<file path="src/rtl/mips_pkg.sv">
// Shared encodings for the multicycle MIPS control path: FSM states, opcodes,
// ALU-control selects and the datapath mux encodings.
package mips_pkg;

  typedef logic [2:0] state_t;

  localparam state_t S_FETCH  = 3'd0;
  localparam state_t S_DECODE = 3'd1;
  localparam state_t S_EXEC   = 3'd2;
  localparam state_t S_MEM    = 3'd3;
  localparam state_t S_WB     = 3'd4;
  localparam state_t S_HALT   = 3'd5;

  localparam logic [5:0] OP_RTYPE = 6'b000000;
  localparam logic [5:0] OP_LW    = 6'b100011;
  localparam logic [5:0] OP_SW    = 6'b101011;
  localparam logic [5:0] OP_ADDIU = 6'b001001;
  localparam logic [5:0] OP_BEQ   = 6'b000100;
  localparam logic [5:0] OP_J     = 6'b000010;

  localparam logic [2:0] ALU_ADD   = 3'b000;
  localparam logic [2:0] ALU_SUB   = 3'b001;
  localparam logic [2:0] ALU_FUNCT = 3'b010;

  localparam logic [1:0] SRCB_REGB    = 2'b00;
  localparam logic [1:0] SRCB_FOUR    = 2'b01;
  localparam logic [1:0] SRCB_IMM     = 2'b10;
  localparam logic [1:0] SRCB_IMM_SH2 = 2'b11;

  localparam logic [1:0] PCSRC_ALU    = 2'b00;
  localparam logic [1:0] PCSRC_ALUOUT = 2'b01;
  localparam logic [1:0] PCSRC_JUMP   = 2'b10;

  typedef struct packed {
    logic is_rtype;
    logic is_lw;
    logic is_sw;
    logic is_addiu;
    logic is_beq;
    logic is_j;
    logic illegal;
  } op_class_t;

endpackage

</file>
<file path="src/rtl/opcode_decoder.sv">
// Combinational opcode classification; anything outside the supported set is illegal.
module opcode_decoder
  import mips_pkg::*;
(
  input  logic [5:0] opcode,
  output op_class_t  cls
);

  always_comb begin
    cls          = '0;
    cls.is_rtype = (opcode == OP_RTYPE);
    cls.is_lw    = (opcode == OP_LW);
    cls.is_sw    = (opcode == OP_SW);
    cls.is_addiu = (opcode == OP_ADDIU);
    cls.is_beq   = (opcode == OP_BEQ);
    cls.is_j     = (opcode == OP_J);
    cls.illegal  = ~(cls.is_rtype | cls.is_lw | cls.is_sw |
                     cls.is_addiu | cls.is_beq | cls.is_j);
  end

endmodule

</file>
<file path="src/rtl/multicycle_control.sv">
// Multicycle MIPS control FSM: FETCH/DECODE/EXEC/MEM/WB/HALT with memory stall
// support and a retired-instruction counter.
module multicycle_control
  import mips_pkg::*;
(
  input  logic        clk,
  input  logic        rst_n,
  input  logic [5:0]  opcode,
  input  logic [5:0]  funct,
  input  logic        waitrequest,
  input  logic        alu_zero,
  output logic [2:0]  aluOp,
  output logic        alu_src_a,
  output logic [1:0]  alu_src_b,
  output logic        pc_write,
  output logic [1:0]  pc_source,
  output logic        i_or_d,
  output logic        mem_read,
  output logic        mem_write,
  output logic        ir_write,
  output logic        reg_write,
  output logic        reg_dst,
  output logic        mem_to_reg,
  output logic        active,
  output logic [31:0] retired,
  output logic [2:0]  state_o
);

  state_t    state_q, state_nxt;
  op_class_t cls;
  logic [31:0] retired_q;
  logic        retire;

  // funct is consumed by the downstream ALU-control block (aluOp=010)
  logic unused_funct;
  assign unused_funct = ^funct;

  opcode_decoder u_dec (
    .opcode (opcode),
    .cls    (cls)
  );

  always_comb begin
    state_nxt  = S_HALT;
    aluOp      = ALU_ADD;
    alu_src_a  = 1'b0;
    alu_src_b  = SRCB_REGB;
    pc_write   = 1'b0;
    pc_source  = PCSRC_ALU;
    i_or_d     = 1'b0;
    mem_read   = 1'b0;
    mem_write  = 1'b0;
    ir_write   = 1'b0;
    reg_write  = 1'b0;
    reg_dst    = 1'b0;
    mem_to_reg = 1'b0;
    unique case (state_q)
      S_FETCH: begin
        mem_read  = 1'b1;
        alu_src_b = SRCB_FOUR;
        ir_write  = ~waitrequest;
        pc_write  = ~waitrequest;
        state_nxt = waitrequest ? S_FETCH : S_DECODE;
      end
      S_DECODE: begin
        alu_src_b = SRCB_IMM_SH2;
        state_nxt = cls.illegal ? S_HALT : S_EXEC;
      end
      S_EXEC: begin
        if (cls.is_rtype) begin
          alu_src_a = 1'b1;
          aluOp     = ALU_FUNCT;
          state_nxt = S_WB;
        end else if (cls.is_lw || cls.is_sw || cls.is_addiu) begin
          alu_src_a = 1'b1;
          alu_src_b = SRCB_IMM;
          state_nxt = cls.is_addiu ? S_WB : S_MEM;
        end else if (cls.is_beq) begin
          alu_src_a = 1'b1;
          aluOp     = ALU_SUB;
          pc_source = PCSRC_ALUOUT;
          pc_write  = alu_zero;
          state_nxt = S_FETCH;
        end else if (cls.is_j) begin
          pc_source = PCSRC_JUMP;
          pc_write  = 1'b1;
          state_nxt = S_FETCH;
        end
      end
      S_MEM: begin
        i_or_d    = 1'b1;
        mem_read  = cls.is_lw;
        mem_write = cls.is_sw;
        if (waitrequest) state_nxt = S_MEM;
        else             state_nxt = cls.is_lw ? S_WB : S_FETCH;
      end
      S_WB: begin
        reg_write  = 1'b1;
        reg_dst    = cls.is_rtype;
        mem_to_reg = cls.is_lw;
        state_nxt  = S_FETCH;
      end
      default: state_nxt = S_HALT;
    endcase
    // reset kills every strobe immediately, even mid-stall
    if (!rst_n) begin
      mem_read  = 1'b0;
      mem_write = 1'b0;
      ir_write  = 1'b0;
      pc_write  = 1'b0;
      reg_write = 1'b0;
    end
  end

  assign retire = (state_nxt == S_FETCH) &&
                  ((state_q == S_EXEC) || (state_q == S_MEM) || (state_q == S_WB));

  always_ff @(posedge clk or negedge rst_n) begin
    if (!rst_n) begin
      state_q   <= S_FETCH;
      retired_q <= '0;
    end else begin
      state_q <= state_nxt;
      if (retire) retired_q <= retired_q + 32'd1;
    end
  end

  assign active  = (state_q != S_HALT);
  assign retired = retired_q;
  assign state_o = state_q;

endmodule

</file>
<file path="config.mk">
export PLATFORM = sky130hd
export DESIGN_NAME = multicycle_control
export DESIGN_NICKNAME = d
export VERILOG_FILES = /design/src/rtl/mips_pkg.sv /design/src/rtl/opcode_decoder.sv /design/src/rtl/multicycle_control.sv
export SDC_FILE = /design/constraint.sdc
export NUM_CORES = 1
export LEC_CHECK = 0
export BUFFER_PORTS_ARGS = -buffer_cell sky130_fd_sc_hd__buf_4
export CORE_AREA = 2 2 70 72
export CTS_CLUSTER_DIAMETER = 40
export DETAILED_ROUTE_END_ITERATION = 16
export DIE_AREA = 0 0 72 74
export PLACE_DENSITY = 0.83
export SYNTH_ARGS = -nofsm -noshare
export SYNTH_HDL_FRONTEND = slang
export SYNTH_SLANG_ARGS = --single-unit
</file>
<file path="constraint.sdc">
create_clock -name clk -period 2.4 [get_ports clk]
set_input_delay 0.12 -clock clk [delete_from_list [all_inputs] [get_ports clk]]
set_output_delay 0.12 -clock clk [all_outputs]
set_load 0.02 [all_outputs]
</file>
==> results.txt, run 1 <==
The run finished with clean final reports. The share of the synthesized area in compound gates (AO/OA/AOI/OAI) is 11.1%. The floorplan die width came out at 72 um.

The share of synthesized cell area in and, or, nand and nor gates is 31.8%. The number of max-cap violations came out at 0. The count of yosys warnings during synthesis is 0. In the post-synthesis netlist, the cell with the most instances is dfrtp_1.

The count of buffers added on input and output ports is 60. The hold violation count in the final report is 0. The most used flip-flop cell after synthesis is dfrtp_1. At the worst endpoint, the arrival time is 2090 ps. The kind of cell with the highest combined delay along the critical path is simple AND/OR/NAND/NOR gates. The count of routing violations after the opening detailed-route iteration is 264. The worst pin sits at a relative slew slack of 41.9%. By area the synthesized netlist is led by dfrtp_1, xor2_1, nor4_1. The sink count of the clock tree is 35. The site row count is 25. The pre-CTS worst setup slack came out at 234 ps. Measured along the y axis, the die boundary spans 74 um. The leakage power of the design came out at 0.00142 uW. The post-synthesis adder-cell area fraction came out at 0.549%.

The depth of the worst register-to-register path is 5. The final net count is 315. Walking the worst path, the cells encountered are buf_4 > nand2b_2 > or3_1 > nor4b_2 > buf_4. The antenna diode count came out at 0. The fraction of synthesis flops using an asynchronous set or reset pin came out at 100%. The nature of the critical path endpoint is an output pin. The placer's final routability congestion estimate came out at 0.858. The slew at the pin with the worst max-slew slack came out at 866 ps. The total net switching power is 771 uW. The sequential share of the synthesized area is 38.5%.

The first global-routing pass estimated 8830 um of wire. The cell that appears most often on the critical path is buf_4. The iteration count of the initial detailed-routing pass is 5. Setup repair after global routing left no endpoint under its margin. The proportion of total power due to net switching came out at 36.5%.

After layout, the minimum clock period comes to 2210 ps. The part of the power in the clock network is 29.8%. The critical path in this run is classified as flip-flop to output pin.

The total buffers and inverters traversed by the critical path is 2. TritonCTS built the clock tree. The latest clock arrival within the worst-skew pair came out at 300 ps. Dividing the synthesized area by the synthesized cell count gives 9.53 um2. The post-route core utilization came out at 63.5%. The maximum buffer depth of the clock tree came out at 2.

The H-tree generated during clock tree synthesis spans 2 levels. The design area came out at 0.00292 mm2. In this run the biggest area consumer among cell types represents 38.5% of the synthesized area. Per report_power, the combinational group accounts for 37.5% of the total. The initial cell density of the core came out at 49.5%. In this run the clock root is driven by a clkbuf_8. The die outline area came out at 0.00533 mm2. After synthesis, the netlist uses 53 different library cells. The total routing usage reported by global routing came out at 21.0%. The post-route netlist has 29.8% of its cells at a drive strength greater than 1. The overflow left after global routing is 0. The worst setup path is launched from a flip-flop. Once detailed placement completed, the half-perimeter wirelength came to 3810 um. The clock arrives with 9.01 ps of skew. The max-slew violation total from the final report came out at 0.

The combinational family with the most area after synthesis is simple AND/OR/NAND/NOR gates. The total DRC errors in the routed layout is 0. The post-CTS clock slew at the launch and capture registers of the worst setup and hold paths came out at 60 ps. Of the post-synthesis cell area, the part taken by muxes is 0.495%. The cell count after placement is 344. The net count of the mapped netlist is 256. The mapped netlist covers 0.00228 mm2. The detail route stage leaves a number of antenna-violating nets equal to 0. The cell count of the worst hold path came out at 3.

The worst supply voltage drop on vdd came out at 538 uV. Counting flops and latches in the post-synthesis netlist gives 35. Yosys mapped a number of flops with a built-in enable equal to 0.

Along the worst path, the maximum fanout reaches 11. Counting buffers and inverters, the worst setup path is 5 cells deep. For this design the ratio of total power to cell area is 723 mW/mm2.

By count the netlist is led by dfrtp_1, xor2_1, nand2_1. Wires add up to 5310 um. The via density per instance is 5.73. The highest clock rate is 452 MHz. The post-synthesis xor/xnor area fraction came out at 12.3%. The via total after detailed routing came out at 2023. On the worst path, the slowest cell contributes a delay of 440 ps.

The finished layout holds 353 standard cells, fillers aside. The sequential power share is 32.7%. 68 I/O pins were placed. The number of antenna violations at the first check in global routing is 0.

Entering global routing, the biggest net connects 39 pins. The placed instance area came out at 0.00278 mm2. On the critical path, the stage with the largest delay is an instance of or3_1. The number of global-route vias before repair is 1902.

Setup total negative slack on the finished layout was measured at 0 ps. The wire length per cell after detailed routing came out at 15.0 um. The core box area is 0.00460 mm2.

The internal cell power came out at 1340 uW. The final-report setup violation count came out at 0. The post-route worst setup slack is 189 ps. The data required time of the worst path is 2280 ps.

The number of CTS-inserted buffers is 5. The share of the cycle needed by the critical path after routing is 92.1%. The biggest area contributor in the post-synthesis netlist is dfrtp_1. The signed area change from the synthesized netlist to the final layout is 28.3%. The instance count of the mapped netlist came out at 239. The min-delay analysis places its worst path in the category input pin to flip-flop.
power by group through the flow:
| stage | combinational (uW) | sequential (uW) | clock (uW) |
|---|---|---|---|
| after floorplan | 458 | 768 | 0 |
| after global placement | 779 | 700 | 0 |
| after detailed placement | 788 | 703 | 0 |
| after CTS | 795 | 692 | 638 |
| after global routing | 860 | 701 | 667 |
| final | 793 | 691 | 629 |
path summary, 6_finish.rpt:
kind	from	end	slack, ps
max in group asynchronous	rst_n	retired[3]	1740
worst max-delay path	state_o[2]	pc_source[0]	190
worst min register to register	retired[31]	retired[31]	480
worst max register to register	state_o[1]	retired[19]	200
min in group asynchronous	rst_n	retired[27]	320
worst min-delay path	opcode[4]	state_o[1]	190
cell usage in the layout, fill, tap and decap left out, drive strengths merged, types with 3 or more instances in the layout:
| cell | count |
|---|---|
| and4 | 3 |
| nand2b | 4 |
| nand4 | 10 |
| nand3 | 11 |
| or3 | 3 |
| a21oi | 7 |
| nor4 | 21 |
| dfrtp | 35 |
| buf | 67 |
| and3 | 4 |
| xor2 | 29 |
| inv | 7 |
| clkbuf | 6 |
| nand2 | 22 |
| o21ai | 5 |
| nor2b | 4 |
| nor3 | 16 |
| nor2 | 8 |
| a2111oi | 3 |
| xnor2 | 3 |
timing repair:
item / 4_1_cts / 5_1_grt
hold buffers: 1 / 0
setup endpoints to repair: 0 / 2
hold endpoints to repair: 35 / 0
resized for setup: 0 / 1
buffers inserted: 0 / 0
final cells by class:
| cell class | count | area (um2) |
|---|---|---|
| fill | 387 | 1680 |
| multi-input combinational | 181 | 1290 |
| sequential | 35 | 876 |
| timing repair buffer | 68 | 526 |
| clock buffer | 6 | 72.6 |
| tap | 54 | 67.6 |
| clock inverter | 2 | 60.1 |
| inverter | 7 | 26.3 |
stage by stage:
stage | power, uW | hold slack, ps
2_1_floorplan | 1230 | -176
3_3_place_gp | 1480 | 110
3_5_place_dp | 1490 | 113
4_1_cts | 2120 | 183
5_1_grt | 2230 | 204
6_report | 2110 | 188
registers in the layout, indices dropped and copies added, names as in the netlist:
name	count
state_o	3
retired	32
logic make-up (layout without fill, tap and decap cells):
| group | after synthesis | in the layout |
|---|---|---|
| simple gates | 121 | 121 |
| flops | 35 | 35 |
| xor+xnor | 32 | 32 |
| compound gates | 25 | 25 |
| buf+inv | 23 | 83 |
| fa+ha+maj | 1 | 1 |
| other cells | 1 | 1 |
| mux | 1 | 1 |
per-layer routing:
metal  track usage [%]  part of all wire (%)
met3              3.12                   5.5
met5                 0                     0
met1              27.6                    44
met2              35.3                    49
met4              8.39                   1.7
worst register-to-register path: stages (launching register included):
cell and delay (ps):
dfrtp_1 380, or3b_1 540, a2111oi_4 390, nand3_1 270
nor4_1 380, xor2_1 170
Power figures use the tool's default switching activity.
==> inputs of run 2 (changes only) <==
- CORE_AREA: 2 2 70 72 -> 2 2 73 75
- DIE_AREA: 0 0 72 74 -> 0 0 75 77
- PLACE_DENSITY: 0.83 -> 0.8
- clock period: 2.4 -> 1.85 ns (I/O delays scaled with it)
==> run 2 against run 1 <==
  * Sequential power rose by 35%
  * The run now ends with negative setup slack left
  * Via count rose by 15%
  * Clock power fell by 8.7%
  * Critical endpoint is now retired[17]
  * Cell count rose by 17%
  * First-iteration DRC count fell by 34%
==> results.txt, run 2 (synthesized netlist as in run 1, its figures left out) <==
The maximum buffer depth of the clock tree came out at 2. The met1 track demand over resource in global routing came out at 29.6%. The die outline area is 0.00578 mm2. Setup violations remaining at the end of the flow were counted as 36. The number of flip-flops in the largest register came out at 32. Of all nets on the critical path, the largest fanout is 5.

Leaving out fill and tap cells, the most frequent cell in the layout is buf_4. The stage delay of the slowest cell on the critical path is 470 ps. In this run the static leakage power is 0.00173 uW. Net switching is 42.6% of the power. The worst hold path belongs to the class input pin to async pin. Once routing completed, OpenROAD measured the worst setup slack at -235 ps. The global routing stage identified its most utilized layer as met2. The placed instance area came out at 0.00313 mm2.

The sequential power share came out at 30.0%. The largest individual stage delay along the critical path comes from the cell or3b_4. The first global-routing pass estimated 10300 um of wire. The max-slew violation total from the final report came to 0. The multi-input combinational cell area came out at 0.00171 mm2.

Traced cell by cell, the critical path runs through or3b_4 > a211oi_4 > buf_4 > buf_6 > nand4_1 > nor3_2 > xor2_1. The final hold slack came out at 182 ps. The number of nets with antenna violations after routing is 0. The library cells used most frequently in the layout, excluding fill and tap cells, are buf_4, dfrtp_1, xor2_1, nand2_1, nor4_4. Clock skew on the completed layout was measured at 14.3 ps. The initialized floorplan defines 26 standard-cell rows. The floorplan die width came out at 75 um. The number of global-route vias before repair is 2219. The final net count came out at 360. The design area is 0.00372 mm2.

The hold violation count in the final report came out at 0. The routed design could run at a clock period as short as 2090 ps. The number of max-cap violations came out at 0.

For this run, global-route usage on met3 was measured as 4.60%. The power consumption is 3100 uW. Across all layers, the routed design uses 2317 vias.

The total half-perimeter wirelength after legalization and detailed placement came out at 4470 um. The relative contribution of combinational cells to total power came out at 51.6%. Cell internal power was estimated by the tool at 1780 uW. Of the total power, the clock network draws 18.5%. The category of the critical setup timing path is flip-flop to flip-flop. The count of routing violations after the opening detailed-route iteration is 173. Clock-pin slew was measured on the worst setup and hold paths at 90 ps. The global routing met2 resource utilization came out at 36.6%. Global routing used 22.6% of the available tracks. For this run, the detailed router's first-pass iteration total came to 4. The signed area change from the synthesized netlist to the final layout is 63.3%. The maximum level of the CTS H-tree came out at 2. The clock drives 35 sinks.

The number of antenna violations at the first check in global routing came out at 0. The region available for standard cell placement spans 0.00498 mm2. TritonCTS built the clock tree.

CTS placed an instance of clkbuf_8 at the clock tree root. Setup repair after global routing could not meet its margin everywhere. The checks that failed: negative setup slack. Setup total negative slack on the finished layout was measured at -4320 ps. The largest net degree at the start of global routing is 21. The final wirelength is 7420 um. The data required time of the worst path came out at 2070 ps.

Data arrives at the worst endpoint at 2300 ps. From bottom edge to top edge, the die measures 77 um. The total net switching power is 1320 uW.

The pre-CTS worst setup slack is -173 ps. The placer's final routability congestion estimate is 0.880. The highest clock rate came out at 480 MHz. The flow ran to the end, but the final reports show violations.

The worst supply voltage drop on vdd is 785 uV. STA classifies the critical path endpoint as a flip-flop. The overflow left after global routing is 0. The antenna diode count came out at 0. The number of CTS-inserted buffers is 5. The final critical path takes up 113% of the cycle. After detailed routing, the average wire length per cell comes to 17.9 um. In the routed layout, each cell is associated on average with a via count of 5.60. The power density normalized to cell area came out at 835 mW/mm2. The latest clock arrival within the worst-skew pair is 310 ps. In this run the count of I/O pins placed on the die edge is 68. The initial cell density of the core is 45.8%. The sequential cell area is 880 um2. The kind of launch point of the worst setup path is a flip-flop. The share of final-layout standard cells stronger than drive strength 1 came out at 51.7%. The total DRC errors in the routed layout came out at 0. Fill cells in the final layout number 345. The count of port buffers added during placement is 60.
[run 2: metrics by stage]
stage,std cells,util [%]
final,414,74.7
after floorplan,239,-
after global routing,414,74.7
after CTS,403,67.7
after global placement,390,62.9
after detailed placement,390,62.9
[run 2: path summary, 6_finish.rpt]
path | start | to | slack (ps) | cells past startpoint
min in group clk | waitrequest | state_o[1] | 210 | 3
setup reg to reg | state_o[0] | retired[17] | -240 | 7
max in group asynchronous | rst_n | retired[7] | 1110 | 3
setup / recovery | state_o[0] | retired[17] | -240 | 7
hold / removal | rst_n | state_o[0] | 180 | 2
hold reg to reg | retired[31] | retired[31] | 470 | 1
[run 2: what timing repair did]
action,CTS,global route
hold buffers,1,0
setup buffers,3,10
endpoints found under the hold margin,15,0
setup endpoints to repair,34,38
resized for setup,21,43
pin swaps,7,12
gates cloned,1,1
[run 2: critical path, delay by kind of cell (launching register included)]
kind / cells / cell delay (ps)
flip-flops: 1 / 440
AND/OR/NAND/NOR: 3 / 750
buffers and inverters: 2 / 290
AO/OA/AOI/OAI: 1 / 340
XOR/XNOR: 1 / 170
[run 2: per-layer routing]
metal,wire [um],part of all wire [%]
met1,3000,40
met2,3990,54
met3,287,3.9
met4,150,2.0
met5,0,0
[run 2: final cells by class]
cell class,count,share of cell area [%]
clock inverter,2,0.336
tap,70,2.36
inverter,7,0.707
timing repair buffer,113,25.1
clock buffer,6,1.95
multi-input combinational,181,45.9
sequential,35,23.7
[run 2: power by group through the flow]
stage / Sequential (uW) / Clock (uW) / Combinational, uW
final: 930 / 574 / 1600
after global routing: 938 / 595 / 1690
after CTS: 917 / 565 / 1320
after detailed placement: 927 / 0 / 1220
after global placement: 921 / 0 / 1200
after floorplan: 1000 / 0 / 656
